## config.mk

```make
export PLATFORM = sky130hd
export DESIGN_NAME = mem_arbiter
export DESIGN_NICKNAME = d
export VERILOG_FILES = /design/src/rtl/mem_arb_pkg.sv /design/src/rtl/arb_wait_counter.sv /design/src/rtl/mem_arbiter.sv
export SDC_FILE = /design/constraint.sdc
export NUM_CORES = 1
export LEC_CHECK = 0
export ABC_CLOCK_PERIOD_IN_PS = 2300
export BUFFER_PORTS_ARGS = -buffer_cell sky130_fd_sc_hd__buf_2
export CORE_ASPECT_RATIO = 0.6
export CORE_MARGIN = 2
export CORE_UTILIZATION = 29
export DETAILED_ROUTE_END_ITERATION = 10
export GPL_TIMING_DRIVEN = 0
export HOLD_SLACK_MARGIN = 0.12
export PLACE_DENSITY = 0.6
export SETUP_SLACK_MARGIN = 0.5
export SLEW_MARGIN = 5
export SYNTH_ARGS = -nofsm -noshare
export SYNTH_HDL_FRONTEND = slang
export SYNTH_SLANG_ARGS = --single-unit
```

## constraint.sdc

```tcl
create_clock -name clk -period 2.3 [get_ports clk]
set_clock_uncertainty 0.15 [all_clocks]
set_input_delay 0.23 -clock clk [delete_from_list [all_inputs] [get_ports clk]]
set_output_delay 0.23 -clock clk [all_outputs]
set_load 0.01 [all_outputs]
```

## src/rtl/mem_arb_pkg.sv

```systemverilog
// Shared definitions for the CPU/AUX memory arbiter: default sizes, FSM states and owner encoding.
package mem_arb_pkg;

   localparam int unsigned DEF_WIDTH    = 16;
   localparam int unsigned DEF_ADDR_W   = 16;
   localparam int unsigned DEF_MAX_WAIT = 4;

   typedef enum logic [1:0] {
      IDLE   = 2'd0,
      ACCESS = 2'd1,
      RESP   = 2'd2
   } arb_state_e;

   typedef enum logic {
      OWN_CPU = 1'b0,
      OWN_AUX = 1'b1
   } arb_owner_e;

endpackage

```

## src/rtl/arb_wait_counter.sv

```systemverilog
// Counts cycles the AUX requester waits without a grant; saturates at MAX_WAIT, cleared on aux_gnt.
module arb_wait_counter
   import mem_arb_pkg::*;
#(
   parameter int unsigned MAX_WAIT = DEF_MAX_WAIT
)(
   input  logic clk,
   input  logic reset,
   input  logic aux_req,
   input  logic aux_gnt,
   output logic at_limit_c
);

   localparam int unsigned CNT_W = (MAX_WAIT < 1) ? 1 : $clog2(MAX_WAIT + 1);

   logic [CNT_W-1:0] count;

   always_ff @(posedge clk or negedge reset) begin
      if (!reset) begin
         count <= '0;
      end else if (aux_gnt) begin
         count <= '0;
      end else if (aux_req && (count != CNT_W'(MAX_WAIT))) begin
         count <= count + CNT_W'(1);
      end
   end

   assign at_limit_c = (count == CNT_W'(MAX_WAIT));

endmodule

```

## src/rtl/mem_arbiter.sv

```systemverilog
// Arbitrates a CPU and an AUX port onto one synchronous memory (IDLE -> ACCESS -> RESP for reads).
// Define MEM_ARB_STARVE_GUARD_EN to let a starved AUX requester win ties once it has waited MAX_WAIT cycles.
module mem_arbiter
   import mem_arb_pkg::*;
#(
   parameter int unsigned WIDTH    = DEF_WIDTH,
   parameter int unsigned ADDR_W   = DEF_ADDR_W,
   parameter int unsigned MAX_WAIT = DEF_MAX_WAIT
)(
   input  logic              clk,
   input  logic              reset,
   input  logic              cpu_req,
   input  logic              cpu_we,
   input  logic [ADDR_W-1:0] cpu_addr,
   input  logic [WIDTH-1:0]  cpu_wdata,
   output logic              cpu_gnt,
   output logic              cpu_rvalid,
   output logic [WIDTH-1:0]  cpu_rdata,
   input  logic              aux_req,
   input  logic              aux_we,
   input  logic [ADDR_W-1:0] aux_addr,
   input  logic [WIDTH-1:0]  aux_wdata,
   output logic              aux_gnt,
   output logic              aux_rvalid,
   output logic [WIDTH-1:0]  aux_rdata,
   output logic              mem_en,
   output logic              mem_we,
   output logic [ADDR_W-1:0] mem_addr,
   output logic [WIDTH-1:0]  mem_wdata,
   input  logic [WIDTH-1:0]  mem_rdata
);

   arb_state_e        state_q, state_d;
   arb_owner_e        owner_q, owner_d;
   logic              aux_prio_c;
   logic              grant_c;
   logic              win_we_c;
   logic [ADDR_W-1:0] win_addr_c;
   logic [WIDTH-1:0]  win_wdata_c;
   logic [WIDTH-1:0]  cpu_rdata_q, aux_rdata_q;

`ifdef MEM_ARB_STARVE_GUARD_EN
   arb_wait_counter #(
      .MAX_WAIT (MAX_WAIT)
   ) u_wait_counter (
      .clk        (clk),
      .reset      (reset),
      .aux_req    (aux_req),
      .aux_gnt    (aux_gnt),
      .at_limit_c (aux_prio_c)
   );
`else
   // Strict CPU priority; MAX_WAIT has no effect in this build.
   assign aux_prio_c = 1'b0 & (MAX_WAIT == 0);
`endif

   // Next state, grants and response strobes; grants are gated off while reset is asserted.
   always_comb begin
      state_d    = state_q;
      owner_d    = owner_q;
      cpu_gnt    = 1'b0;
      aux_gnt    = 1'b0;
      cpu_rvalid = 1'b0;
      aux_rvalid = 1'b0;
      case (state_q)
         IDLE: begin
            if (reset && (cpu_req || aux_req)) begin
               state_d = ACCESS;
               if (aux_req && (!cpu_req || aux_prio_c)) begin
                  aux_gnt = 1'b1;
                  owner_d = OWN_AUX;
               end else begin
                  cpu_gnt = 1'b1;
                  owner_d = OWN_CPU;
               end
            end
         end
         ACCESS: state_d = mem_we ? IDLE : RESP;
         RESP: begin
            state_d    = IDLE;
            cpu_rvalid = (owner_q == OWN_CPU);
            aux_rvalid = (owner_q == OWN_AUX);
         end
         default: state_d = IDLE;
      endcase
   end

   assign grant_c     = cpu_gnt | aux_gnt;
   assign win_we_c    = aux_gnt ? aux_we    : cpu_we;
   assign win_addr_c  = aux_gnt ? aux_addr  : cpu_addr;
   assign win_wdata_c = aux_gnt ? aux_wdata : cpu_wdata;

   // State and memory command registers; mem_en/mem_we are only high in ACCESS.
   always_ff @(posedge clk or negedge reset) begin
      if (!reset) begin
         state_q   <= IDLE;
         owner_q   <= OWN_CPU;
         mem_en    <= 1'b0;
         mem_we    <= 1'b0;
         mem_addr  <= '0;
         mem_wdata <= '0;
      end else begin
         state_q <= state_d;
         owner_q <= owner_d;
         mem_en  <= grant_c;
         mem_we  <= grant_c & win_we_c;
         if (grant_c) begin
            mem_addr  <= win_addr_c;
            mem_wdata <= win_wdata_c;
         end
      end
   end

   // Read data holding registers, loaded only for the owner in RESP.
   always_ff @(posedge clk or negedge reset) begin
      if (!reset) begin
         cpu_rdata_q <= '0;
         aux_rdata_q <= '0;
      end else begin
         if (cpu_rvalid) cpu_rdata_q <= mem_rdata;
         if (aux_rvalid) aux_rdata_q <= mem_rdata;
      end
   end

   // Bypass so read data is visible in the same cycle as rvalid.
   assign cpu_rdata = cpu_rvalid ? mem_rdata : cpu_rdata_q;
   assign aux_rdata = aux_rvalid ? mem_rdata : aux_rdata_q;

endmodule

```

# Word level (Yosys, flattened, before mapping)
# Index checks and enable logic that the tools add are counted.
[word_totals]
elab_cells = 36
input_bits = 86
reg_bits = 69
[op_classes]
n_eq_ne = 3
n_bitwise = 3
muxes = 16
reduce_logical = 6
[ops]
columns = ["op", "n"]
rows = [
  ["16-bit two-way mux", 4],
  ["1-bit two-way mux", 9],
  ["2-bit two-way mux", 2],
  ["2-bit case mux with 2 select lines", 1],
  ["2-bit by 1-bit == test with 1-bit output, second input constant", 1],
  ["2-bit == test, second input constant", 1],
  ["1-bit logical AND", 2],
  ["2-bit zero test", 1],
  ["2-bit inequality test, second input constant", 1],
  ["2-bit AND reduction", 1],
  ["1-bit bitwise AND", 1],
  ["1-bit zero test", 1],
  ["1-bit logical OR", 1],
  ["1-bit inverter", 1],
  ["1-bit OR", 1],
]

# Logic depth before layout (Yosys ltp)
# Gate-level depths: netlist (run 1).
[logic_depth]
depth_word = 7
depth_mapped = 5
mapped_depth_nobuf = 3

# Least setup slack after synthesis (run 1)
# No wires, ideal clock.
[synth_timing]
path_kind = "reg2out"
from = "register owner_q"
to = "output port cpu_rdata[10]"
t_arrival_ns = 1.346
path_buffers = 1
path_stages_with_launch = 4
slack_ns = 0.574
path_cell_list = "dfrtp_1 -> nor3b_4 -> buf_6 -> mux2_1"
[synth_between]
elab_chain_len = 3
[synth_rtl]
columns = ["element", "line", "source"]
rows = [
  ["start, declared", "mem_arbiter.sv:34", "arb_owner_e owner_q, owner_d;"],
  ["start signal, assigned", "mem_arbiter.sv:104", "owner_q <= owner_d;"],
  ["1-bit inverter", "mem_arbiter.sv:81", "cpu_rvalid = (owner_q == OWN_CPU);"],
  ["1-bit two-way mux", "mem_arbiter.sv:65", "case (state_q)"],
  ["via cpu_rvalid", "mem_arbiter.sv:17", "output logic cpu_rvalid,"],
  ["16-bit two-way mux", "--", ""],
  ["end, declared", "mem_arbiter.sv:18", "output logic [WIDTH-1:0] cpu_rdata,"],
]
# The timed path passes the listed nets, and every way through them passes these cells.

# Final worst setup path (run 1)
[layout_timing]
from = "register owner_q"
to = "output port cpu_rdata[2]"
[layout_between]
elab_chain_len = 3
[layout_rtl]
columns = ["element", "line"]
rows = [
  ["1-bit inverter", "mem_arbiter.sv:81"],
  ["1-bit two-way mux", "mem_arbiter.sv:65"],
  ["16-bit two-way mux", "--"],
]
# No other way between the ends.

==> run summary, run 1 <==
The post-route antenna net violation count is 0. At the later pin of the worst-skew pair, clock insertion delay measures 0.32 ns. The worst setup path is captured at an output port. Data arrives at the worst endpoint at 1.75 ns. The maximum clock path buffer count is 2. The count of synthesis-stage warnings from yosys is 0. Of the synthesized area, sequential elements account for 0.527. Counting every sink on the clock net gives 69. The number of endpoints with negative hold slack in the final report came to 0.

In the global route stage, met2 resource usage came out at 0.250. For this configuration, the core starts out at a cell density of 0.294. Setup repair after global routing could not meet its margin everywhere. Yosys attributes the largest share of cell area to sky130_fd_sc_hd__dfrtp_1, sky130_fd_sc_hd__mux2_4, sky130_fd_sc_hd__mux2_2.

The met3 track utilization from global routing is 0.0508. The highest attainable clock frequency came out at 470 MHz. The number of global-route vias before repair came out at 2786.

The type of the worst setup path is reg -> out. The total clock buffers created by CTS is 9. The signed area change from the synthesized netlist to the final layout is 86.9%. The finished cells cover 6120 um^2.

The count of final setup violators came out at 0. The run finished with clean final reports. The prevailing post-synth register cell is sky130_fd_sc_hd__dfrtp_1. The multi-input gate area in the final layout is 1510 um^2. The final layout contains routed wiring with a total length of 9.55 mm.

The placed instance area came out at 4250 um^2. In the synthesized netlist, the cells that appear most often are sky130_fd_sc_hd__dfrtp_1, sky130_fd_sc_hd__mux2_4, sky130_fd_sc_hd__mux2_2, sky130_fd_sc_hd__mux2_1. Registers take 1730 um^2. In this run the most used layer during global routing was met2.

The path category of the worst min-delay check is in -> reg. The setup slack of the critical path after layout is 0.172 ns. The H-tree depth is 3. The combinational cell fraction of total power is 0.448. The worst hold path passes through 3 cells.

The global route total overflow came out at 0. The data required time at the worst endpoint came out at 1.92 ns. Of the total power, the clock network draws 0.236. The routability-driven placement congestion ratio came out at 0.659. The overall global routing resource usage came out at 0.147. STA classifies the critical path startpoint as a register. The number of antenna violations at the first check in global routing is 0. Among all cell types in the netlist, the one instantiated most often is sky130_fd_sc_hd__dfrtp_1. In this run the mean area of a mapped cell was 17.3 um^2. The count of cell types in the netlist came out at 20. The number of instances in the synthesized netlist is 189. The total chip power is 0.00587 W. The clock tree from TritonCTS is done.

Dividing the final minimum period by the clock period gives 0.925. The number of antenna cells inserted came out at 0. The largest total area in the synthesized netlist belongs to sky130_fd_sc_hd__dfrtp_1.

The average via count per standard cell is 4.21. Counting flops with an async set or reset pin after synthesis yields a share of 1.00. The count of buffers added on input and output ports is 155. The number of cells on the worst reg-to-reg path is 5. The clock period minus worst slack is 2.13 ns.

The placeable core area is 11100 um^2. The net count after synthesis is 275. The number of DRC markers in iteration 0 came out at 29. The fill cell total of the finished layout came out at 911. The total number of vias is 2609. The register bit count reported by yosys came out at 69. The sequential fraction of design power is 0.316. The number of ports placed on the die boundary is 156. The pre-CTS setup slack came out at 0.130 ns. The maximum vdd ir drop is 0.000313 V. The average detailed-routed wire length per instance is 15.4 um. In this run the power spent charging and discharging nets is 0.00165 W. The max-slew violation count came out at 0. The top fanout value on the critical path is 6. The post-synth design cell area is 3280 um^2. The leakage power is 3.07 nW.

The site row count is 30. The first-pass iteration count of the detailed router is 3. The count of max-cap constraint violations is 0. The total DRC errors in the routed layout is 0. The root buffer cell chosen for the clock tree is sky130_fd_sc_hd__clkbuf_16. The die covers 12200 um^2. The pin count of the biggest net entering global routing is 38.

The final setup TNS is 0 ns. The width of the die came out at 141 um. The remaining max-slew budget at the tightest pin is 0.796. The global-route met1 utilization came out at 0.181.

The switching portion of total power came out at 0.280. The top cell type's share of synthesized area is 0.527. The die boundary height came out at 86.3 um. Of the cells placed in the final design, the portion with a size suffix greater than 1 is 0.667. The power density normalized to cell area came out at 958 nW/um^2.

The HPWL after detailed placement is 5.42 mm. The clock transition at the registers of the reported paths came out at 0.05 ns. At the end of the flow, the number of nets in the layout was 556. Internal power comes to 0.00422 W.

In this run, synthesis inferred 0 flip-flops with an integrated enable. The transition time at the pin with the least slew margin is 0.306 ns. The first global-routing pass estimated 13.8 mm of wire.
==> layout make-up <==
type | count | area share
timing repair buffer | 270 | 0.364
sequential | 69 | 0.283
multi-input combinational | 109 | 0.247
clock buffer | 11 | 0.0396
tap | 144 | 0.0294
buffer | 10 | 0.0266
clock inverter | 5 | 0.00981
inverter | 1 | 0.000613
==> what timing repair did <==
item,4_1_cts,5_1_grt
hold endpoints to repair,134,1
pin swaps,1,3
setup buffers,9,15
hold buffers,83,1
setup endpoints to repair,73,68
resized for setup,26,61
gates cloned,1,5
==> state kept, by name, indices dropped and copies added, names as in the netlist <==
register	count
aux_rdata_q	16
cpu_rdata_q	16
mem_addr	16
mem_en	1
mem_wdata	16
mem_we	1
owner_q	1
state_q	2
==> stage by stage <==
step / hold WS [ns] / std cells / util
6_report: 0.136 / 619 / 0.549
5_1_grt: 0.123 / 619 / 0.549
4_1_cts: 0.123 / 598 / 0.504
3_5_place_dp: 0.0679 / 489 / 0.382
3_3_place_gp: 0.312 / 488 / 0.380
2_1_floorplan: -0.216 / 189 / -
==> per-layer routing <==
layer | part of all wire | vias to the layer above
met5 | 0 | -
li1 | - | 1241
met4 | 0.0072 | 0
met3 | 0.055 | 9
met1 | 0.44 | 1271
met2 | 0.50 | 88
==> cells by family (layout without fill, tap and decap cells) <==
kind of cell,after synthesis,in the layout,share of synthesized area
flip-flops,69,69,0.527
multiplexers,97,97,0.397
AO/OA/AOI/OAI,3,3,0.00611
buffers and inverters,11,297,0.0451
AND/OR/NAND/NOR,9,9,0.0244
==> final timing paths <==
| kind | startpoint | end | slack (ns) |
|---|---|---|---|
| worst max-delay path | owner_q | cpu_rdata[2] | 0.17 |
| worst min-delay path | aux_wdata[1] | mem_wdata[1] | 0.14 |
| worst max register to register | state_q[0] | mem_wdata[4] | 0.48 |
| worst min register to register | mem_we | state_q[1] | 0.32 |
| max in group asynchronous | reset | cpu_rdata_q[2] | 1.22 |
| min in group asynchronous | reset | mem_addr[14] | 0.33 |
==> placed cells by master, fill, tap and decap left out, drive strengths merged, types with 2 or more instances in the layout <==
| cell type | Yosys | routed |
|---|---|---|
| clkbuf | 0 | 15 |
| o21a | 2 | 2 |
| clkinv | 0 | 3 |
| nor2b | 2 | 2 |
| mux2 | 96 | 96 |
| buf | 10 | 193 |
| dlygate4sd3 | 0 | 83 |
| dfrtp | 69 | 69 |
| nor3b | 3 | 3 |
==> power groups by stage <==
stage	registers, W	logic [W]	clock network [W]
after global routing	0.00191	0.00279	0.00150
after detailed placement	0.00184	0.00166	0
after global placement	0.00183	0.00162	0
after floorplan	0.00189	0.000919	0
final	0.00185	0.00263	0.00138
after CTS	0.00184	0.00199	0.00144
==> critical path, stage by stage, from the launching register on <==
cell and delay, ns:
sky130_fd_sc_hd__dfrtp_2 0.44, sky130_fd_sc_hd__nor3b_4 0.33, sky130_fd_sc_hd__buf_6 0.20, sky130_fd_sc_hd__mux2_4 0.33, sky130_fd_sc_hd__buf_6 0.13
No activity file was read; power rests on OpenSTA's default activity.
==> run 2, diff against run 1 <==
BUFFER_PORTS_ARGS = -buffer_cell sky130_fd_sc_hd__buf_4   (was -buffer_cell sky130_fd_sc_hd__buf_2)
==> run 2 against run 1 <==
  * The run now ends with hold timing left
  * Final cell count decreased by 1.8%
  * Count of clock-buffer cells in the layout decreased by 2
  * Critical endpoint is now cpu_rdata[7]
  * Highest routed layer unchanged
  * Critical path depth increased by 1
  * Cell area increased by 2.7%
  * Global-route usage about the same
  * Sequential power about the same
  * Clock power increased by 13%
  * Via count decreased by 2.2%
  * First-iteration DRC count increased by 130%
  * Setup slack improved by 0.066 ns
==> run summary, run 2 (synthesis results as in run 1) <==
The site row count was 30 (unchanged). The final layout net count came out at 546 (was 556). The portion of the clock cycle consumed by the worst path in the final layout is 0.896 (was 0.925). The launching element type of the critical path is a register (unchanged).

The total number of vias came to 2551 (was 2609). The checks that failed: hold timing. The power density normalized to cell area came out at 983 nW/um^2 (was 958 nW/um^2).

The share of the core filled with cells in the final layout was 0.564 (was 0.549). The number of global-route vias before repair came out at 2729 (was 2786). The number of cells in the design after placement is 488 (was 489). The half-perimeter wire length after placement came out at 5.64 mm (was 5.42 mm). The remaining max-slew budget at the tightest pin is 0.655 (was 0.796). The routability-driven placement congestion ratio is 0.664 (was 0.659). The later-pin clock latency in the skew report is 0.32 ns (about the same). Ordered cell list for the critical path: nor3b_4 -> buf_6 -> buf_8 -> mux2_4 -> buf_6 (was nor3b_4 -> buf_6 -> mux2_4 -> buf_6).

The average via count per standard cell came to 4.20 (was 4.21). The number of port buffers came out at 155 (unchanged). The pin count of the biggest net entering global routing is 71 (was 38). The placeable core area is 11100 um^2 (unchanged). The clock tree from TritonCTS is done (unchanged). The final-layout worst hold slack is -0.284 ns (was 0.136 ns). The H-tree depth is 3 (unchanged). Run status: complete, but fails checks (was complete, no violations).

The share of cells above drive strength 1 is 0.668 (was 0.667). The signed area change from the synthesized netlist to the final layout came out at 91.9% (was 86.9%). The path category of the worst min-delay check is in -> async (was in -> reg). The count of max-cap constraint violations was 0 (unchanged). The biggest cell delay along the critical path came out at 0.43 ns (was 0.44 ns). The clock transition at the registers of the reported paths is 0.06 ns (was 0.05 ns). The number of DRC markers in iteration 0 is 68 (was 29).

The most common cell after layout, fill and taps aside is sky130_fd_sc_hd__buf_4 (was sky130_fd_sc_hd__buf_2). The number of endpoints with negative hold slack in the final report is 69 (was 0). The first-pass iteration count of the detailed router was 4 (was 3). The master cell of the clock root buffer is sky130_fd_sc_hd__clkbuf_16 (unchanged).

The clock period minus worst slack came to 2.06 ns (was 2.13 ns). The total DRC errors in the routed layout came out at 0 (unchanged). The setup slack of the critical path after layout came to 0.238 ns (was 0.172 ns).

The post-detailed-routing wire length is 9.27 mm (was 9.55 mm). The wire length of the first global-routing pass came to 13.9 mm (was 13.8 mm). The fill cell total of the finished layout came out at 912 (was 911).

The type of the worst setup path is reg -> out (unchanged). The highest attainable clock frequency came out at 485 MHz (was 470 MHz). Unrepaired setup endpoints after global routing: yes (unchanged). The initial cell density of the core is 0.294 (unchanged).

The data required time at the worst endpoint is 1.92 ns (about the same). The die boundary height is 86.3 um (unchanged). The most frequent cell on the critical path is sky130_fd_sc_hd__buf_6 (unchanged). The post-route antenna net violation count came to 0 (unchanged). The average detailed-routed wire length per instance came to 15.2 um (was 15.4 um). The top fanout value on the critical path is 5 (was 6). The total clock sinks came out at 69 (unchanged). The total chip power is 0.00618 W (was 0.00587 W). The overall global routing resource usage came out at 0.147 (about the same). The critical-path cell with the highest stage delay is sky130_fd_sc_hd__dfrtp_2 (unchanged).

The leakage power came out at 3.14 nW (was 3.07 nW). The number of standard cells in the layout, taps in and fillers out came out at 608 (was 619). The die footprint came to 12200 um^2 (unchanged).

The maximum clock path buffer count is 2 (unchanged). The count of final setup violators is 0 (unchanged). The transition time at the pin with the least slew margin is 0.517 ns (was 0.306 ns). The critical path data arrival time is 1.68 ns (was 1.75 ns). The width of the die was 141 um (unchanged).

The total clock buffers created by CTS came out at 9 (unchanged). Commonest cells after routing, fill and taps aside: sky130_fd_sc_hd__buf_4, sky130_fd_sc_hd__mux2_4, sky130_fd_sc_hd__dlygate4sd3_1 (was sky130_fd_sc_hd__buf_2, sky130_fd_sc_hd__dlygate4sd3_1, sky130_fd_sc_hd__mux2_4). The number of antenna violations at the first check in global routing came to 0 (unchanged).

The maximum vdd ir drop came to 0.000327 V (was 0.000313 V). The pre-CTS setup slack came to -0.240 ns (was 0.130 ns). The number of antenna cells inserted came out at 0 (unchanged). The number of ports placed on the die boundary is 156 (unchanged). The endpoint class of the critical path is an output port (unchanged). The global route total overflow came to 0 (unchanged). The max-slew violation count is 0 (unchanged).
run 2: routing by layer:
metal | global-route usage | wire [um] | vias up
met3 | 0.0575 | 620 | 11
met1 | 0.183 | 4040 | 1233
li1 | - | - | 1213
met2 | 0.243 | 4500 | 94
met5 | 0 | 0 | -
met4 | 0.0364 | 108 | 0
run 2: path summary, 6_finish.rpt:
| kind | startpoint | end | slack (ns) | cells after the start |
|---|---|---|---|---|
| setup / recovery | owner_q | cpu_rdata[7] | 0.24 | 5 |
| hold reg to reg | state_q[1] | state_q[1] | 0.32 | 1 |
| hold / removal | reset | mem_addr[9] | -0.28 | 1 |
| min in group clk | aux_wdata[1] | mem_wdata[1] | 0.13 | 3 |
| max in group asynchronous | reset | state_q[0] | 1.90 | 1 |
| setup reg to reg | state_q[1] | mem_wdata[3] | 0.34 | 6 |
run 2: critical path: cells and delay by family, from the launching register on:
kind	cells	cell delay (ns)
flip-flops	1	0.43
multiplexers	1	0.32
buffers and inverters	3	0.42
AND/OR/NAND/NOR	1	0.20
run 2: metrics by stage:
step / cell area (um^2) / setup TNS [ns]
after detailed placement: 4620 / -6.87
after global placement: 4620 / -6.47
final: 6290 / 0
after CTS: 5960 / 0
after floorplan: 3280 / 0
after global routing: 6290 / 0
run 2: repair_timing:
item,in CTS,in global routing
pin swaps,1,2
hold buffers,78,1
buffers inserted,7,17
endpoints found under the hold margin,133,70
endpoints found under the setup margin,79,69
resized for setup,36,56
cloned,1,1
run 2: area by class of cell:
cell class,count,area [um^2],area share
Clock buffer,9,225,0.0358
Multi-Input combinational cell,109,1530,0.243
Tap cell,144,180,0.0287
Buffer,10,158,0.0251
Clock inverter,6,111,0.0177
Sequential cell,69,1730,0.275
Timing Repair Buffer,260,2350,0.374
Inverter,1,3.75,0.000597
run 2: where the power goes:
| group | leakage, nW | total [W] | switching, W | internal [W] |
|---|---|---|---|---|
| Clock | 0.162 | 0.00156 | 0.000509 | 0.00105 |
| Sequential | 0.813 | 0.00186 | 0.000192 | 0.00167 |
| Combinational | 2.17 | 0.00275 | 0.000937 | 0.00182 |
| Total | 3.14 | 0.00618 | 0.00164 | 0.00454 |
